### config.mk
export PLATFORM = sky130hd
export DESIGN_NAME = instr_fetch_stage
export DESIGN_NICKNAME = d
export VERILOG_FILES = /design/src/rtl/instr_fetch_stage.sv
export SDC_FILE = /design/constraint.sdc
export NUM_CORES = 1
export LEC_CHECK = 0
export ABC_AREA = 0
export CAP_MARGIN = 10
export CORE_ASPECT_RATIO = 0.5
export CORE_UTILIZATION = 40
export CTS_CLUSTER_DIAMETER = 200
export CTS_CLUSTER_SIZE = 24
export DETAILED_ROUTE_END_ITERATION = 7
export PLACE_DENSITY = 0.77
export SYNTH_ARGS = -nofsm -noshare
export SYNTH_HDL_FRONTEND = slang
export SYNTH_SLANG_ARGS = --single-unit
### constraint.sdc
create_clock -name clk -period 3.6 [get_ports clk]
set_clock_uncertainty 0.15 [all_clocks]
set_input_delay 0.72 -clock clk [delete_from_list [all_inputs] [get_ports clk]]
set_output_delay 0.72 -clock clk [all_outputs]
set_load 0.005 [all_outputs]
### src/rtl/instr_fetch_stage.sv
// Instruction-fetch stage: owns the PC and talks to a variable-latency instruction memory.
// It feeds IF/ID and squashes wrong-path fetches. Define FETCH_PERF_CNT_EN for the fetch/bubble counters.
module instr_fetch_stage #(
  parameter logic [31:0] RESET_PC  = 32'h0000_0000,
  parameter logic [31:0] NOP_INSTR = 32'h0000_0000,
  parameter logic [31:0] PC_STEP   = 32'd4
) (
  input  logic        clk,
  input  logic        rst_n,
  input  logic        hold,
  input  logic        branch_taken,
  input  logic [31:0] branch_target,
  input  logic        jump,
  input  logic [31:0] jump_target,
  output logic        imem_req,
  output logic [31:0] imem_addr,
  input  logic        imem_ready,
  input  logic [31:0] imem_rdata,
  output logic [31:0] output_instruction,
  output logic [31:0] output_next_address,
  output logic        output_valid
`ifdef FETCH_PERF_CNT_EN
  ,
  output logic [31:0] fetch_count,
  output logic [31:0] bubble_count
`endif
);

  typedef enum logic [1:0] {
    RST_IDLE = 2'd0,
    FETCH    = 2'd1,
    BUFFERED = 2'd2,
    DRAIN    = 2'd3
  } state_t;

  state_t      state_r;
  logic [31:0] pc_r;
  logic [31:0] buffer_r;
  logic [31:0] saved_target_r;

  logic        redir_s;
  logic [31:0] target_s;
  logic [31:0] pc_seq_s;

  // Redirect selection: branch wins, targets forced word-aligned.
  always_comb begin
    redir_s  = branch_taken | jump;
    target_s = (branch_taken ? branch_target : jump_target) & 32'hFFFF_FFFC;
    pc_seq_s = pc_r + PC_STEP;
  end

  // Stage outputs; any redirect cycle presents a bubble.
  always_comb begin
    imem_req            = 1'b0;
    imem_addr           = pc_r;
    output_valid        = 1'b0;
    output_instruction  = NOP_INSTR;
    output_next_address = pc_seq_s;
    case (state_r)
      RST_IDLE: begin
        imem_req     = 1'b0;
        output_valid = 1'b0;
      end
      FETCH: begin
        imem_req     = 1'b1;
        output_valid = imem_ready & ~redir_s;
        if (imem_ready && !redir_s) begin
          output_instruction = imem_rdata;
        end else begin
          output_instruction = NOP_INSTR;
        end
      end
      BUFFERED: begin
        imem_req     = 1'b0;
        output_valid = ~redir_s;
        if (!redir_s) begin
          output_instruction = buffer_r;
        end else begin
          output_instruction = NOP_INSTR;
        end
      end
      DRAIN: begin
        imem_req     = 1'b1;
        output_valid = 1'b0;
      end
      default: begin
        imem_req     = 1'b0;
        output_valid = 1'b0;
      end
    endcase
  end

  // Fetch FSM: PC, hold buffer and the redirect target saved across a pending request.
  always_ff @(posedge clk or negedge rst_n) begin
    if (!rst_n) begin
      state_r        <= RST_IDLE;
      pc_r           <= RESET_PC;
      buffer_r       <= NOP_INSTR;
      saved_target_r <= 32'h0000_0000;
    end else begin
      case (state_r)
        RST_IDLE: begin
          state_r <= FETCH;
        end
        FETCH: begin
          if (imem_ready) begin
            if (redir_s) begin
              pc_r <= target_s;
            end else if (!hold) begin
              pc_r <= pc_seq_s;
            end else begin
              buffer_r <= imem_rdata;
              state_r  <= BUFFERED;
            end
          end else if (redir_s) begin
            // The request must complete before the redirect can take effect.
            saved_target_r <= target_s;
            state_r        <= DRAIN;
          end else begin
            state_r <= FETCH;
          end
        end
        BUFFERED: begin
          if (redir_s) begin
            pc_r    <= target_s;
            state_r <= FETCH;
          end else if (!hold) begin
            pc_r    <= pc_seq_s;
            state_r <= FETCH;
          end else begin
            state_r <= BUFFERED;
          end
        end
        DRAIN: begin
          if (imem_ready) begin
            pc_r    <= redir_s ? target_s : saved_target_r;
            state_r <= FETCH;
          end else if (redir_s) begin
            saved_target_r <= target_s;
          end else begin
            state_r <= DRAIN;
          end
        end
        default: begin
          state_r <= RST_IDLE;
        end
      endcase
    end
  end

`ifdef FETCH_PERF_CNT_EN
  logic in_mem_state_s;

  // Bubbles are only counted while the stage is actively requesting.
  always_comb begin
    in_mem_state_s = (state_r == FETCH) || (state_r == DRAIN);
  end

  // Free-running wrapping performance counters.
  always_ff @(posedge clk or negedge rst_n) begin
    if (!rst_n) begin
      fetch_count  <= 32'h0000_0000;
      bubble_count <= 32'h0000_0000;
    end else begin
      if (output_valid && !hold) begin
        fetch_count <= fetch_count + 32'd1;
      end else begin
        fetch_count <= fetch_count;
      end
      if (in_mem_state_s && !output_valid) begin
        bubble_count <= bubble_count + 32'd1;
      end else begin
        bubble_count <= bubble_count;
      end
    end
  end
`endif

endmodule

[Word-level counts from Yosys, hierarchy flattened]
Index checks and enable logic that the tools add are counted.
Cells by class
  add/subtract/negate cells: 1
  multiply operators: 0
  div/mod/pow operators: 0
  $lt $le $gt $ge: 0
  eq/ne operators: 8
  shift operators: 0
  mux-type cells: 21
  bitwise gates (word level): 4
  reductions and logical operators: 11
Operators with widths (number)
  $mux 32: 8
  $pmux 32 s3: 1
  $pmux 32 s2: 1
  $add 32x3->32 const B: 1
  $mux 2: 8
  $ne 3x3->1 const B: 3
  $pmux 2 s4: 1
  $reduce_and 3->1: 2
  $reduce_or 2->1: 3
  $eq 2x2->1 const B: 2
  $ne 2x2->1 const B: 2
  $reduce_and 4->1: 1
  $pmux 1 s3: 1
  $reduce_bool 3->1: 1
  $eq 2x1->1 const B: 1
  $logic_not 2->1: 1
  $not 1->1: 2
  $pmux 1 s2: 1
  $reduce_and 2->1: 1
  $and 1x1->1: 1
  $logic_and 1x1->1: 1
  $logic_not 1->1: 1
  $or 1x1->1: 1
Storage, ports and cells
  bits in registers: 98
  bits in latches: 0
  memory bits (writable): 0
  memory bits (read-only): 0
  input bits: 102
  output and inout bits: 98
  word-level logic and storage cells: 49
  memories kept: 0

[Longest topological paths before layout]
  depth in word-level cells: 5
  gate-level depth with buffers: 8
  gate-level depth less buffers: 6

[Worst setup path before layout]
Ideal clock, no wire load.
  path kind: input -> output
  start point: input branch_taken
  end point: output output_instruction[0]
  data arrival time: 1.829 ns
  required time: 2.730 ns
  path slack: 0.901 ns
  stages: 5
  buffers on the path: 2
  cells stage by stage: buf_2 -> nor3_1 -> clkbuf_1 -> a22oi_1 -> nor2b_1
On the way
  cells in the longest elaborated chain, start to end: 5
  elaborated cells on any way between the ends: 6
  those cells by class: mux: 3; bitwise: 1; reduce/logical: 2
Ends and longest elaborated chain
  from (decl): line 11  | input logic branch_taken,
  $or 1x1->1 *: line 47  | redir_s = branch_taken | jump;
  $logic_not 1->1
  $logic_and 1x1->1: line 67  | if (imem_ready && !redir_s) begin
  $mux 32: line 67
  $pmux 32 s2 *: line 59  | case (state_r)
  to (decl): line 19  | output logic [31:0] output_instruction,
Every way passes the cells marked *; elsewhere a longest branch is shown, timed or not.

[Worst setup path in the final report]
  start point: register pc_r[18] (netlist: imem_addr[18])
  end point: output output_next_address[31]
On the way
  cells in the longest elaborated chain, start to end: 1
Ends and longest elaborated chain
  from (decl): line 37  | logic [31:0] pc_r;
  from (signal assigned): line 108  | pc_r <= target_s;
  from (signal assigned): line 110  | pc_r <= pc_seq_s;
  from (signal assigned): line 125  | pc_r <= target_s;
  $add 32x3->32: line 49  | pc_seq_s = pc_r + PC_STEP;
  to (decl): line 20  | output logic [31:0] output_next_address,
Every way passes these cells.

==> run_results.csv <==
group,metric,value,unit
yosys,synth-edff-count,0,
clock_tree,numCtsBuffers,9,
setup_path,worstSetupStartpointType,"flop",
setup_path,cp_max_fo,6,
yosys,synthArstFlopShare,100.0,%
setup_path,reg2reg_slack,0.98,ns
floorplan,row_count,33,
clock_tree,cts-hold-fix-buffers,0,
setup_path,critPathCaptureType,"primary output",
routing,wl_per_cell,18.01,um
clock_tree,cts-root-buf,"clkbuf_16",
routing,ant_nets,0,
yosys,ys.flop_type,"dfrtp_1",
timing,setup-tns-final,0,ns
routing,viasPerCell,5.747,
timing,finalCriticalPeriod,3.438,ns
place,place_area,8909,um2
yosys,ys_types,58,
routing,drc,0,
clock_tree,cts_sinks,98,
setup_path,crit_arrival,2.57,ns
timing,setup_viol_count_final,0,
pwr,leakage,3.542,nW
floorplan,start_util,41.04,%
routing,firstDrtPassIters,6,
cells_and_area,area_growth,37.17,%
yosys,syn_nets,875,
grt,track_usage,23.96,%
setup_path,crit_required,2.73,ns
floorplan,die_y,93.70,um
floorplan,core_area,16390,um2
timing,final_max_slew_viol_count,0,
cells_and_area,nets,1040,
place,hpwl,14730,um
timing,hold_viol_final,0,
grt,grt_pass1_wl,32510,um
grt,first_global_vias,6287,
yosys,synth-seq-cells,98,
grt,grt_overflow,0,
run_status,status,"finished, final reports clean",
clock_tree,clkLatencyLatePin,0.34,ns
yosys,yosysSeqAreaShare,36.46,%
yosys,postSynthCellCount,768,
job,cap_violations,0,
clock_tree,tritoncts,"yes",
min_path,hold_path.class,"in2async",
routing,vias,6689,
floorplan,die_w,185.4,um
routing,drt_iter0_drc,550,
pwr,peakVddDrop,285.1,uV
pwr,power_density,681.3,nW/um2
routing,wl,20970,um
floorplan,die_area,17370,um2
cells_and_area,diodes,0,
cells_and_area,layout-drive-gt1-share,11.42,%
clock_tree,clkSlewWorstSetupHoldPaths,0.08,ns
timing,rsz0062_at_grt,"no",
place,port-buffer-count,195,
timing,slew_headroom,46.84,%
yosys,syn_area,6726,um2
place,gp_congestion,0.9299,
yosys,syn_area_per_cell,8.758,um2
setup_path,crit_type,"reg2out",
yosys,yosys_warnings,0,
floorplan,io_pins,200,
cells_and_area,stdcell_area,9226,um2
timing,tightest_slew,0.7975,ns
grt,antenna_found_initial,0,
cells_and_area,n_fill_cell,1433,
timing,finalCritPeriodShare,95.51,%
grt,grt_max_degree,57,
clock_tree,cts_max_level,3,
timing,fmax,290.8,MHz
clock_tree,clock_path_buffers,2,
==> placed cells by master (no fill, tap or decap), drive strengths merged, types with 15 or more instances in the layout <==
cell and instances:
buf 34, nand2 81, a21oi 42, nor3 15, nor2 34, a31oi 24, mux2 33, o21ai 51
nand3b 27, clkdlybuf4s50 192, nor2b 68, a22oi 51, dfrtp 98
==> metrics by stage <==
stage	std cells	setup WS [ns]	hold WS [ns]	util, %	total power [W]
finish	1164	0.1616	0.2887	56.29	0.006286
global route	1164	0.004327	0.3354	56.29	0.006725
CTS	1163	0.02677	0.3167	56.13	0.006298
detailed placement	1148	0.1923	0.3202	54.35	0.005290
global placement	1148	0.2101	0.3124	54.35	0.005177
floorplan	768	0.9013	0.2744	-	0.003847
==> flip-flops by register name, indices dropped and copies added (netlist names) <==
| name | count |
|---|---|
| state_r | 2 |
| saved_target_r | 32 |
| imem_addr | 32 |
| buffer_r | 32 |
==> metal layers <==
layer | wire length, um | vias up | part of all wire, % | track usage [%]
li1 | - | 3130 | - | -
met1 | 9281 | 3282 | 44 | 32.51
met2 | 9920 | 260 | 47 | 38.89
met3 | 1567 | 17 | 7.5 | 5.543
met4 | 197 | 0 | 0.94 | 5.096
met5 | 0 | - | 0 | 0
==> critical path, cell delays in order (launching register included) <==
cell and delay [ns]:
dfrtp_1 0.49, nand4_2 0.31, nor4_2 0.55, nand3_1 0.18, xnor2_1 0.16, clkdlybuf4s50_1 0.53
==> power breakdown <==
part | switching, W | internal [W] | total, W | leakage [nW]
registers | 0.000589 | 0.00163 | 0.00222 | 1.19
logic | 0.00138 | 0.00169 | 0.00308 | 2.21
clock network | 0.000448 | 0.000539 | 0.000986 | 0.138
total | 0.00242 | 0.00386 | 0.00629 | 3.54
==> cells in the mapped netlist, types with 6 or more instances <==
| cell | n | area share (%) |
|---|---|---|
| a21oi_1 | 42 | 3.1 |
| a221oi_1 | 6 | 0.78 |
| a22oi_1 | 51 | 5.7 |
| a31oi_1 | 24 | 2.2 |
| a41oi_1 | 9 | 1.2 |
| and2_1 | 7 | 0.65 |
| and3_1 | 7 | 0.65 |
| buf_2 | 18 | 1.3 |
| clkbuf_1 | 44 | 2.5 |
| dfrtp_1 | 98 | 36 |
| inv_1 | 8 | 0.45 |
| mux2_2 | 33 | 5.5 |
| mux2i_1 | 12 | 1.8 |
| nand2_1 | 81 | 4.5 |
| nand3_1 | 13 | 0.97 |
| nand3b_1 | 27 | 3.0 |
| nor2_1 | 34 | 1.9 |
| nor2b_1 | 68 | 6.3 |
| nor3_1 | 11 | 0.82 |
| o211ai_1 | 11 | 1.2 |
| o21ai_0 | 51 | 3.8 |
| o2bb2ai_1 | 8 | 1.0 |
| xnor2_1 | 14 | 1.8 |
| xor2_1 | 14 | 1.8 |
==> area by class of cell <==
class | instances | area (um2) | share of cell area (%)
multi-input combinational | 590 | 3955 | 42.87
sequential | 98 | 2455 | 26.61
timing repair buffer | 226 | 2210 | 23.95
tap | 227 | 284.0 | 3.078
clock buffer | 9 | 225.2 | 2.441
clock inverter | 6 | 67.56 | 0.7323
inverter | 8 | 30.03 | 0.3255
==> path summary, 6_finish.rpt <==
check                                   startpoint                 endpoint  cells past startpoint
min in group clk                saved_target_r[13]       saved_target_r[13]                      2
worst min register to register  saved_target_r[13]       saved_target_r[13]                      2
worst max register to register          state_r[1]            imem_addr[18]                      7
worst min-delay path                         rst_n            imem_addr[24]                      1
max in group asynchronous                    rst_n             buffer_r[12]                      2
worst max-delay path                 imem_addr[18]  output_next_address[31]                      5
==> timing repair <==
action                                  CTS  global route
endpoints found under the setup margin    0            15
gates resized for setup                   0             4
buffers inserted                          0             1
==> cell families (layout without fill, tap and decap cells) <==
family / Yosys count / count (layout) / synth area share, %
buffers and inverters: 80 / 249 / 5.078
AO/OA/AOI/OAI: 232 / 232 / 22.68
multiplexers: 45 / 45 / 7.310
flip-flops: 98 / 98 / 36.46
adder cells (fa/ha/maj): 5 / 5 / 0.9301
AND/OR/NAND/NOR: 280 / 280 / 23.90
XOR/XNOR: 28 / 28 / 3.646
(Power assumes the default switching activity.)
==> patch, RTL diff (same settings) <==
The option `FETCH_PERF_CNT_EN` is turned on by a define.
--- a/src/rtl/instr_fetch_stage.sv
+++ b/src/rtl/instr_fetch_stage.sv
@@ -1,5 +1,7 @@
 // Instruction-fetch stage: owns the PC and talks to a variable-latency instruction memory.
 // It feeds IF/ID and squashes wrong-path fetches. Define FETCH_PERF_CNT_EN for the fetch/bubble counters.
+`define FETCH_PERF_CNT_EN
+
 module instr_fetch_stage #(
   parameter logic [31:0] RESET_PC  = 32'h0000_0000,
   parameter logic [31:0] NOP_INSTR = 32'h0000_0000,
Function (old outputs only; new: bubble_count and fetch_count): kept (equiv_simple and equiv_induct, registers matched by name and starting in step).
==> patch against the unedited design <==
Cell area is 39% higher. Largest cell class unchanged. Maximum frequency is 3.0% lower. Sequential cell count is 64 higher. Die area rose by 35%. Cell count rose by 32%. Clock power up 84%. Count of clock-buffer cells in the layout increased by 12. Critical path type unchanged. Worst setup slack got worse by 0.11 ns. Area after synthesis is 36% higher. Wire length rose by 38%. Power is 32% higher.
==> patch: results <==
set metrics [dict create \
    nets 1324 \
    drive_gt1_share_pct 12.0 \
    numCtsBuffers 17 \
    syn_avg_cell_area_um2 9.41 \
    firstDrtPassIters 8 \
    synth_compound_gate_area_share_pct 19.4 \
    p_switching_mw 2.93 \
    syn_nets 1078 \
    arrival_ns 2.67 \
    insertion_delay_ns 0.43 \
    yosys-top-cells-count "162 x dfrtp_1, 89 x a22oi_1, 76 x o21ai_0, 67 x nand2_1, 66 x nor2b_1" \
    netlist_top_cells_area "dfrtp_1 44%, a22oi_1 7.3%, xnor2_1 5.3%, nor2b_1 4.5%, mux2_2 4.2%" \
    grt_first_pass_wirelength_um 45200 \
    antenna_found_initial 4 \
    portBuffers 259 \
    synthAdderAreaFrac_pct 0.960 \
    yosys-mux-area-fraction_pct 4.42 \
    vias_per_cell 5.66 \
    nFillCells 1839 \
    dr_total_vias 8669 \
    clkPwrFrac_pct 21.8 \
    grt_max_degree 94 \
    place.gp.congestion 0.881 \
    clk_pin_slew_ns 0.06 \
    wl_um 29000 \
    power.leakage_nw 5.10 \
    worst_path_max_delay_cell "or4_4" \
    drtIter0Drc 765 \
    grt_pass1_vias 8442 \
    worst_slew_pin_slew_ns 0.829 \
    place_inst 1490 \
    htree_num_levels 4 \
    synth_xor_area_share_pct 8.64 \
    crit_start "imem_addr[24]" \
    hpwl_um 20400 \
    status "finished, final reports clean" \
    dpl_cell_area_um2 12100 \
]
## patch: path summary, 6_finish.rpt
path	end	slack [ns]	cells after the start
max	output_next_address[31]	0.06	6
max in group asynchronous	bubble_count[2]	2.17	2
min in group clk	bubble_count[31]	0.32	1
min	fetch_count[7]	0.21	1
max reg2reg	imem_addr[26]	0.73	7
min reg2reg	bubble_count[31]	0.32	1
## patch: layout make-up
class | instances | share of cell area [%]
inverters | 15 | 0.438
diodes | 5 | 0.0973
clock buffers | 21 | 3.58
repair buffers | 305 | 23.1
well taps | 300 | 2.92
clock inverters | 10 | 0.856
multi-input cells | 714 | 37.4
flip-flops and latches | 162 | 31.6
## patch: routing by layer
| metal | vias up | GRT usage, % | wire length (um) |
|---|---|---|---|
| met5 | - | 0 | 0 |
| met4 | 0 | 10.2 | 908 |
| met3 | 55 | 5.86 | 1750 |
| met2 | 333 | 39.0 | 13700 |
| met1 | 4266 | 31.9 | 12600 |
| li1 | 4015 | - | - |
## patch: logic make-up (layout without fill, tap and decap cells)
family	count (synthesis)	in the layout
DFF	162	162
AOI/OAI and AO/OA	269	269
xor gates and xnor gates	90	90
buffers and inverters	93	351
other	0	5
muxes	36	36
adders and majority gates	7	7
and+or+nand+nor	312	312
## patch: metrics by stage
step	TNS (ns)	utilization (%)	total power, mW	hold slack (ns)
detailed placement	0	55.1	6.37	0.317
global route	-0.149	58.4	8.79	0.267
finish	0	58.4	8.29	0.207
CTS	-0.0168	57.9	8.23	0.228
floorplan	0	-	4.67	0.274
global placement	0	55.1	6.22	0.311
## patch: timing repair
action,CTS,global route
gates resized for setup,8,19
pin swaps,0,2
endpoints found under the setup margin,10,16
buffers inserted,2,4
